<file path="src/rtl/fib_stack.sv">
// fib_stack: handshaked LIFO frame stack for the Fibonacci controller
// Ports: clk/rst (sync, active-high); pushSig/popSig/pushData request side, held until readySig;
// popData last popped frame; readySig one-cycle completion pulse; count/empty/full occupancy;
// ovf/udf sticky error flags, cleared only by rst.
module fib_stack #(
    parameter int WIDTH = 16,
    parameter int DEPTH = 16
) (
    input  logic                   clk,
    input  logic                   rst,
    input  logic                   pushSig,
    input  logic                   popSig,
    input  logic [WIDTH-1:0]       pushData,
    output logic [WIDTH-1:0]       popData,
    output logic                   readySig,
    output logic [$clog2(DEPTH):0] count,
    output logic                   empty,
    output logic                   full,
    output logic                   ovf,
    output logic                   udf
);
    localparam int AW = $clog2(DEPTH);
    localparam int CW = AW + 1;
    typedef enum logic [1:0] {IDLE, ACCESS, DONE} state_t;
    state_t           state_q, state_d;
    logic             push_q, push_d, pop_q, pop_d;
    logic [WIDTH-1:0] data_q, data_d, pop_data_q, pop_data_d;
    logic [CW-1:0]    count_q, count_d;
    logic             ready_q, ready_d, ovf_q, ovf_d, udf_q, udf_d;
    logic             wr_en;
    logic [AW-1:0]    wr_idx, rd_idx;
    logic [WIDTH-1:0] mem [DEPTH];
    assign empty    = count_q == '0;
    assign full     = count_q == CW'(DEPTH);
    assign wr_idx   = count_q[AW-1:0];
    assign rd_idx   = AW'(count_q - CW'(1));
    assign popData  = pop_data_q;
    assign readySig = ready_q;
    assign count    = count_q;
    assign ovf      = ovf_q;
    assign udf      = udf_q;
    always_comb begin
        state_d    = state_q;
        push_d     = push_q;
        pop_d      = pop_q;
        data_d     = data_q;
        pop_data_d = pop_data_q;
        count_d    = count_q;
        ovf_d      = ovf_q;
        udf_d      = udf_q;
        ready_d    = 1'b0;
        wr_en      = 1'b0;
        case (state_q)
            IDLE: if (pushSig || popSig) begin
                push_d  = pushSig;
                pop_d   = popSig;
                data_d  = pushData;
                state_d = ACCESS;
            end
            ACCESS: begin
                state_d = DONE;
                ready_d = 1'b1;
                // simultaneous push+pop is illegal: flag it, touch nothing else
                if (push_q && pop_q) udf_d = 1'b1;
                else if (push_q) begin
                    if (full) ovf_d = 1'b1;
                    else begin
                        wr_en   = 1'b1;
                        count_d = count_q + CW'(1);
                    end
                end else if (empty) begin
                    udf_d      = 1'b1;
                    pop_data_d = '0;
                end else begin
                    pop_data_d = mem[rd_idx];
                    count_d    = count_q - CW'(1);
                end
            end
            default: state_d = IDLE;
        endcase
    end
    always_ff @(posedge clk) begin
        if (rst) begin
            state_q    <= IDLE;
            count_q    <= '0;
            pop_data_q <= '0;
            ready_q    <= 1'b0;
            ovf_q      <= 1'b0;
            udf_q      <= 1'b0;
        end else begin
            state_q    <= state_d;
            count_q    <= count_d;
            pop_data_q <= pop_data_d;
            ready_q    <= ready_d;
            ovf_q      <= ovf_d;
            udf_q      <= udf_d;
        end
        push_q <= push_d;
        pop_q  <= pop_d;
        data_q <= data_d;
    end
    // storage is not reset; a reset during ACCESS suppresses the write
    always_ff @(posedge clk) begin
        if (wr_en && !rst) mem[wr_idx] <= data_q;
    end
endmodule

</file>
<file path="config.mk">
export PLATFORM = sky130hd
export DESIGN_NAME = fib_stack
export DESIGN_NICKNAME = d
export VERILOG_FILES = /design/src/rtl/fib_stack.sv
export SDC_FILE = /design/constraint.sdc
export NUM_CORES = 1
export LEC_CHECK = 0
export CORE_MARGIN = 5
export CORE_UTILIZATION = 40
export DETAILED_ROUTE_END_ITERATION = 8
export GPL_TIMING_DRIVEN = 0
export SYNTH_ARGS = -nofsm -noshare
export SYNTH_HDL_FRONTEND = slang
export SYNTH_SLANG_ARGS = --single-unit
</file>
<file path="constraint.sdc">
create_clock -name clk -period 3 [get_ports clk]
set_clock_uncertainty 0.15 [all_clocks]
set_input_delay 0.9 -clock clk [delete_from_list [all_inputs] [get_ports clk]]
set_output_delay 0.9 -clock clk [all_outputs]
set_load 0.01 [all_outputs]
</file>
==> results of run 1 <==
## worst max-delay path, stage by stage
cell	delay (ns)
clkdlybuf4s50_1	0.51
or3_1	0.44
nor3_1	0.28
and2_1	0.77
## how the worst max path moves through the flow
stage	end
final	mem[5][14]$_DFFE_PP_
after CTS	full
after global routing	mem[3][13]$_DFFE_PP_
after global placement	data_q[2]$_DFFE_PP_
after detailed placement	popData[9]$_SDFFE_PP0P_
after floorplan	popData[10]$_SDFFE_PP0P_
## cell families (layout without fill, tap and decap cells)
kind of cell               Yosys count  after routing  share of synthesized area [%]
AOI/OAI and AO/OA                   65             65                           3.35
xor gates and xnor gates             3              3                          0.296
adders and majority gates            4              4                          0.438
buffers and inverters               34            138                           1.57
DFF                                300            300                           76.5
muxes                               83             83                           14.5
and+or+nand+nor                     63             63                           3.35
## cells in the final DEF, fill, tap and decap left out, drive strengths merged, types with 3 or more instances in the layout
cell type      count
edfxtp           274
mux4              64
clkbuf            44
clkdlybuf4s50     43
o21ai             36
buf               29
dfxtp             26
mux2              17
nand2             17
o22ai             16
and2              12
clkinv            11
nor2               6
bufinv             5
and4               4
or3                4
a21oi              4
inv                4
ha                 4
nor3               4
nand2b             3
nor4               3
## state kept, by name, indices dropped and copies added (netlist names)
register	cells
count	5
pop_q	1
popData	16
mem	256
data_q	16
state_q	2
udf	1
push_q	1
readySig	1
ovf	1
## metrics by stage
step	cells	setup slack, ns	area, um2
after floorplan	552	0.0265	11400
after global placement	975	-1.15	12400
after detailed placement	976	-0.769	12400
after CTS	1033	-0.0142	13400
after global routing	1034	0.00334	13400
final	1034	0.0866	13400
## where the power goes
| part | internal, mW | switching [mW] | leakage [nW] | total [mW] |
|---|---|---|---|---|
| registers | 4.65 | 0.100 | 2.69 | 4.75 |
| clock network | 2.19 | 1.45 | 0.467 | 3.64 |
| logic | 0.326 | 0.333 | 1.01 | 0.659 |
| total | 7.16 | 1.89 | 4.17 | 9.05 |
## Yosys cell counts, types with 2 or more instances
| cell type | number |
|---|---|
| mux4_2 | 64 |
| o31ai_1 | 2 |
| inv_1 | 4 |
| or3_1 | 4 |
| nor4_1 | 3 |
| o21ai_0 | 26 |
| o21ai_1 | 10 |
| nor2_1 | 6 |
| and4_1 | 4 |
| o21ba_2 | 2 |
| a21oi_1 | 4 |
| or4_1 | 2 |
| buf_2 | 8 |
| dfxtp_1 | 26 |
| and2_1 | 12 |
| ha_1 | 4 |
| clkbuf_1 | 11 |
| mux2_2 | 17 |
| mux2i_1 | 2 |
| nand2_1 | 17 |
| nor3_1 | 3 |
| o22ai_1 | 16 |
| nand2b_1 | 3 |
| buf_4 | 11 |
| edfxtp_1 | 274 |
## cell type report
| type | instances | area [um2] |
|---|---|---|
| plain buffers | 29 | 186 |
| clock inverters | 18 | 215 |
| multi-input cells | 218 | 2540 |
| well taps | 378 | 473 |
| inverters | 4 | 17.5 |
| clock buffers | 33 | 741 |
| flip-flops and latches | 300 | 8750 |
| fillers | 2290 | 14600 |
| repair buffers | 54 | 518 |
## per-layer routing
layer  wire, um  GRT usage (%)  vias to the layer above
li1           -              -                     2449
met1       9750           19.4                     2886
met2      11400           24.7                      112
met3        731           1.50                       57
met4        833           5.85                        0
met5          0              0                        -
## repair_timing
action	4_1_cts	5_1_grt
buffers inserted	6	2
pin swaps	0	0
endpoints found under the setup margin	167	127
gates resized for setup	29	14
==> metrics.md, run 1 <==
| Metric | Value |
|---|---|
| Final Util | 48.0% |
| Layout Nets | 659 |
| Worst-case clock buffer depth | 3 |
| Final slew viol count | 0 |
| Total grt overflow | 0 |
| Final HPWL DP | 14700 um |
| Crit path kind | input pin to flop |
| Initial antenna violation count | 0 |
| 1st-iter DRT viols | 327 |
| First-pass GRT wire length | 35100 um |
| Final wirelength | 22800 um |
| FF-to-FF End | mem[2][2]$_DFFE_PP_ |
| RSZ-0062 raised after global routing | no |
| Mapped Nets | 576 |
| Hold Crit Start | popData[2]$_SDFFE_PP0P_ |
| Post-synth EDFFs | 274 |
| Vias | 5504 |
| GRT Overall Usage | 14.6% |
| Cell Area, Synth | 11400 um2 |
| Vias in the first global route | 5848 |
| Synth-to-Final Area Change | 17.6% |
| Final Hold Viols | 0 |
| Root Driver | clkbuf_16 |
| Max IR drop VDD | 0.532 mV |
| Routed len/inst | 22.0 um |
| Die width | 179 um |
| Hold buffers post-CTS | 0 |
| Sequential area share after synthesis | 76.5% |
| Top-area cell type share of the netlist area | 72.0% |
| CTS tree | yes |
| I/O Buffers | 45 |
| Reg2reg start | count[0]$_SDFFE_PP0P_ |
| Initial Util | 40.8% |
| Hold Path End | popData[2]$_SDFFE_PP0P_ |
| Max Freq | 343 MHz |
| Synthesis Warnings | 0 |
| Inserted Diodes | 0 |
| Rel. slew slack | 40.1% |
| Final setup fails | 0 |
| Synth area leader | edfxtp_1 |
| Power Dens Cells | 673 nW/um2 |
| # IOs | 46 |
| Slew of the pin with the lowest slew margin | 0.898 ns |
| Syn avg cell area | 20.7 um2 |
| Static leakage | 4.17 nW |
| Latest clock arrival within the worst-skew pair | 0.54 ns |
| Async set or reset register ratio after synthesis | 0% |
| Critical-path maximum fanout | 16 |
| Synth Register Bits | 300 |
| Num CTS Buffers | 28 |
| Clock-pin slew on the worst setup and hold paths | 0.06 ns |
| Critical Path AT | 2.92 ns |
| Min Clock Period, post-route | 2.91 ns |
| CP endpoint kind | flop |
| R2R cell count | 10 |
| Req. time, crit path | 3.01 ns |
| Die area | 32100 um2 |
| Hold depth | 2 |
| Unique masters post-synth | 42 |
| CP Launch Point | rst |
| Die H | 179 um |
| Row cnt | 61 |
| Fin Setup TNS | 0 ns |
| Main synth FF type | edfxtp_1 |
| Hold Slack | 0.308 ns |
| Tot Pwr | 9.05 mW |
| Status | complete, no violations |
| Tcrit/Tclk final | 97.1% |
| Post-DRT Antenna Nets | 0 |
| H-tree Lvls | 1 |
| HP Class | flop to flop |
| Clock tree sinks | 300 |
| Pin count of the biggest net entering global routing | 17 |
| DRT Pass-1 Iters | 5 |
| Synth area leaders | edfxtp_1, mux4_2, dfxtp_1 |
| Vias per cell | 5.32 |
| Crit start category | input pin |
| Mapped Cells | 552 |
| DRC Markers | 0 |
| Layout cell share with drive strength beyond 1 | 27.9% |
| Flop-to-flop setup slack | 0.09 ns |
| Core area | 28000 um2 |
| RePlAce Congestion | 0.824 |
| Max-Cap Viols | 0 |
Power figures use the tool's default switching activity.
==> inputs of run 2 (changes only) <==
--- a/config.mk
+++ b/config.mk
@@ -5,6 +5,7 @@
 export SDC_FILE = /design/constraint.sdc
 export NUM_CORES = 1
 export LEC_CHECK = 0
+export ABC_AREA = 1
 export CORE_MARGIN = 5
 export CORE_UTILIZATION = 40
 export DETAILED_ROUTE_END_ITERATION = 8
==> run 2 against run 1 <==
  * Worst setup slack better by 0.019 ns
  * Worst hold slack better by 0.0035 ns
  * Largest cell class unchanged
  * Die area grew 3.5%
  * Synthesized cell count grew 80%
==> metrics.md, run 2 <==
| Metric | Value |
|---|---|
| Final HPWL DP | 21000 um (was 14700 um) |
| Vias in the first global route | 7382 (was 5848) |
| Crit path kind | flop to primary output (was input pin to flop) |
| Die H | 182 um (was 179 um) |
| Most common cell in the netlist | nand2_1 (was edfxtp_1) |
| Flop-to-flop setup slack | 0.17 ns (was 0.09 ns) |
| Routed len/inst | 20.7 um (was 22.0 um) |
| Final Hold Viols | 0 (unchanged) |
| Synthesis Warnings | 0 (unchanged) |
| Rel. slew slack | 38.5% (was 40.1%) |
| Commonest non-fill, non-tap cell in the layout | nand2_1 (was edfxtp_1) |
| Critical-path maximum fanout | 11 (was 16) |
| Mapped Nets | 1020 (was 576) |
| Hold buffers post-CTS | 0 (unchanged) |
| Top-area cell type share of the netlist area | 69.4% (was 72.0%) |
| Min Clock Period, post-route | 2.89 ns (was 2.91 ns) |
| Power Dens Cells | 698 nW/um2 (was 673 nW/um2) |
| Num CTS Buffers | 31 (was 28) |
| Post-synth EDFFs | 274 (unchanged) |
| Clock-pin slew on the worst setup and hold paths | 0.06 ns (about the same) |
| Root Driver | clkbuf_16 (unchanged) |
| Main synth FF type | edfxtp_1 (unchanged) |
| I/O Buffers | 45 (unchanged) |
| Initial antenna violation count | 0 (unchanged) |
| Most instantiated cells after synthesis | nand2_1, edfxtp_1, nand3_1, buf_2, dfxtp_1 (was edfxtp_1, mux4_2, dfxtp_1, o21ai_0) |
| Slew of the pin with the lowest slew margin | 0.922 ns (was 0.898 ns) |
| Layout cell share with drive strength beyond 1 | 12.2% (was 27.9%) |
| RePlAce Congestion | 1.08 (was 0.824) |
| Cell Area, Synth | 11900 um2 (was 11400 um2) |
| RSZ-0062 raised after global routing | no (unchanged) |
| Latest clock arrival within the worst-skew pair | 0.55 ns (was 0.54 ns) |
| Critical Path AT | 1.84 ns (was 2.92 ns) |
| Max IR drop VDD | 0.506 mV (was 0.532 mV) |
| CP Launch Point | count[0]$_SDFFE_PP0P_ (was rst) |
| Crit start category | flop (was input pin) |
| Largest register FFs | 256 (unchanged) |
| Synth Register Bits | 300 (unchanged) |
| 1st-iter DRT viols | 715 (was 327) |
| Synth area leader | edfxtp_1 (unchanged) |
| Pin count of the biggest net entering global routing | 17 (unchanged) |
| Vias per cell | 5.27 (was 5.32) |
| Inserted Diodes | 0 (unchanged) |
| Worst-case clock buffer depth | 3 (unchanged) |
| Die width | 182 um (was 179 um) |
| Largest Register | mem (unchanged) |
| Unique masters post-synth | 25 (was 42) |
| CTS tree | yes (unchanged) |
| Hold Crit Start | ovf$_SDFFE_PP0P_ (was popData[2]$_SDFFE_PP0P_) |
| CP endpoint kind | primary output (was flop) |
| Clock tree sinks | 300 (unchanged) |
| Hold Slack | 0.311 ns (was 0.308 ns) |
| Status | complete, no violations (unchanged) |
| Layout Nets | 1110 (was 659) |
| Syn avg cell area | 11.9 um2 (was 20.7 um2) |
| Synth area leaders | edfxtp_1, nand3_1, nand2_1 (was edfxtp_1, mux4_2, dfxtp_1) |
| Static leakage | 4.95 nW (was 4.17 nW) |
| H-tree Lvls | 1 (unchanged) |
| Vias | 7905 (was 5504) |
| Reg2reg start | count[0]$_SDFFE_PP0P_ (unchanged) |
| DRT Pass-1 Iters | 5 (unchanged) |
| Sequential area share after synthesis | 73.8% (was 76.5%) |
| GRT Overall Usage | 18.3% (was 14.6%) |
| Core area | 29500 um2 (was 28000 um2) |
| Worst setup path end | full (was mem[5][14]$_DFFE_PP_) |
| Final wirelength | 31000 um (was 22800 um) |
| HP Class | flop to flop (unchanged) |
| Row cnt | 63 (was 61) |
| Mapped Cells | 996 (was 552) |
| Max-Cap Viols | 0 (unchanged) |
| DRC Markers | 0 (unchanged) |
| Commonest cells after routing, fill and taps aside | nand2_1, edfxtp_1, nand3_1, clkdlybuf4s50_1, buf_2 (was edfxtp_1, mux4_2, clkdlybuf4s50_1, clkbuf_16, o21ai_0) |
| # IOs | 46 (unchanged) |
| First-pass GRT wire length | 46100 um (was 35100 um) |
| Initial Util | 40.2% (was 40.8%) |
| Total grt overflow | 0 (unchanged) |
| Post-DRT Antenna Nets | 0 (unchanged) |
| Req. time, crit path | 1.95 ns (was 3.01 ns) |
| Die area | 33200 um2 (was 32100 um2) |
| Final setup fails | 0 (unchanged) |
| Tot Pwr | 9.86 mW (was 9.05 mW) |
| Async set or reset register ratio after synthesis | 0% (unchanged) |
| Tcrit/Tclk final | 96.5% (was 97.1%) |
| Final slew viol count | 0 (unchanged) |
| R2R cell count | 10 (unchanged) |
| Max Freq | 345 MHz (was 343 MHz) |
| Synth-to-Final Area Change | 19.2% (was 17.6%) |
| FF-to-FF End | popData[4]$_SDFFE_PP0P_ (was mem[2][2]$_DFFE_PP_) |
-- run 2: cell types whose count changed in the layout (fill, tap and decap cells not counted), sizes merged, moves of 15 or more --
cell / change
nand2: +285
o22ai: -15
buf: +21
mux4: -64
a21oi: +18
inv: +29
mux2: -17
o21ai: -30
nand3: +243
-- run 2: area by class of cell --
class	count	area [um2]
fill	2603	15400
clock buffer	36	795
inverter	31	119
buffer	54	260
multi-input combinational	610	2880
tap	390	488
sequential	300	8750
clock inverter	22	245
timing repair buffer	58	597
-- run 2: cells by family after synthesis --
| group | Yosys count | share of synthesized area, % |
|---|---|---|
| flip-flops | 300 | 73.8 |
| AND/OR/NAND/NOR | 573 | 21.0 |
| XOR/XNOR | 3 | 0.285 |
| AO/OA/AOI/OAI | 30 | 1.31 |
| adder cells (fa/ha/maj) | 4 | 0.422 |
| buffers and inverters | 86 | 3.17 |
-- run 2: how the worst min path moves through the flow --
stage          cells after the start                       end
2_1_floorplan                      1   state_q[0]$_SDFFE_PP0P_
3_3_place_gp                       1   state_q[0]$_SDFFE_PP0P_
3_5_place_dp                       2          ovf$_SDFFE_PP0P_
4_1_cts                            2          ovf$_SDFFE_PP0P_
5_1_grt                            2  popData[12]$_SDFFE_PP0P_
6_report                           2          ovf$_SDFFE_PP0P_
-- run 2: layer usage --
metal  global-route usage (%)  up-vias  routed length (um)
met5                        0        -                   0
met4                     5.07        0                 763
met3                     2.29       45                2550
met2                     29.1      349               14200
met1                     26.7     3815               13500
li1                         -     3696                   -
-- run 2: worst max-delay path: stages, from the launching register on --
cell,delay (ns)
dfxtp_2,0.38
inv_4,0.09
buf_6,0.16
ha_4,0.20
nand3_4,0.12
nor2_4,0.11
clkdlybuf4s15_1,0.24
-- run 2: timing repair --
action | in CTS | in global routing
setup buffers | 1 | 1
setup endpoints to repair | 274 | 139
resized for setup | 18 | 10
pin swaps | 0 | 1
hold endpoints to repair | 0 | 0
-- run 2: power by group --
part           internal (mW)  switching, mW
clock                   2.33           1.56
combinational          0.352          0.823
sequential              4.66          0.143
-- run 2: per-stage QoR --
stage          setup TNS (ns)  util (%)  setup slack [ns]  instance area [um2]  cells
4_1_cts                 -5.51      47.7            -0.116                14100   1500
6_report                    0      47.9             0.105                14100   1501
2_1_floorplan          -33.39         -            -0.298                11900    996
3_3_place_gp          -329.00      43.4             -1.64                12800   1431
5_1_grt                     0      47.9            0.0276                14100   1501
3_5_place_dp          -133.98      44.0             -1.10                13000   1442
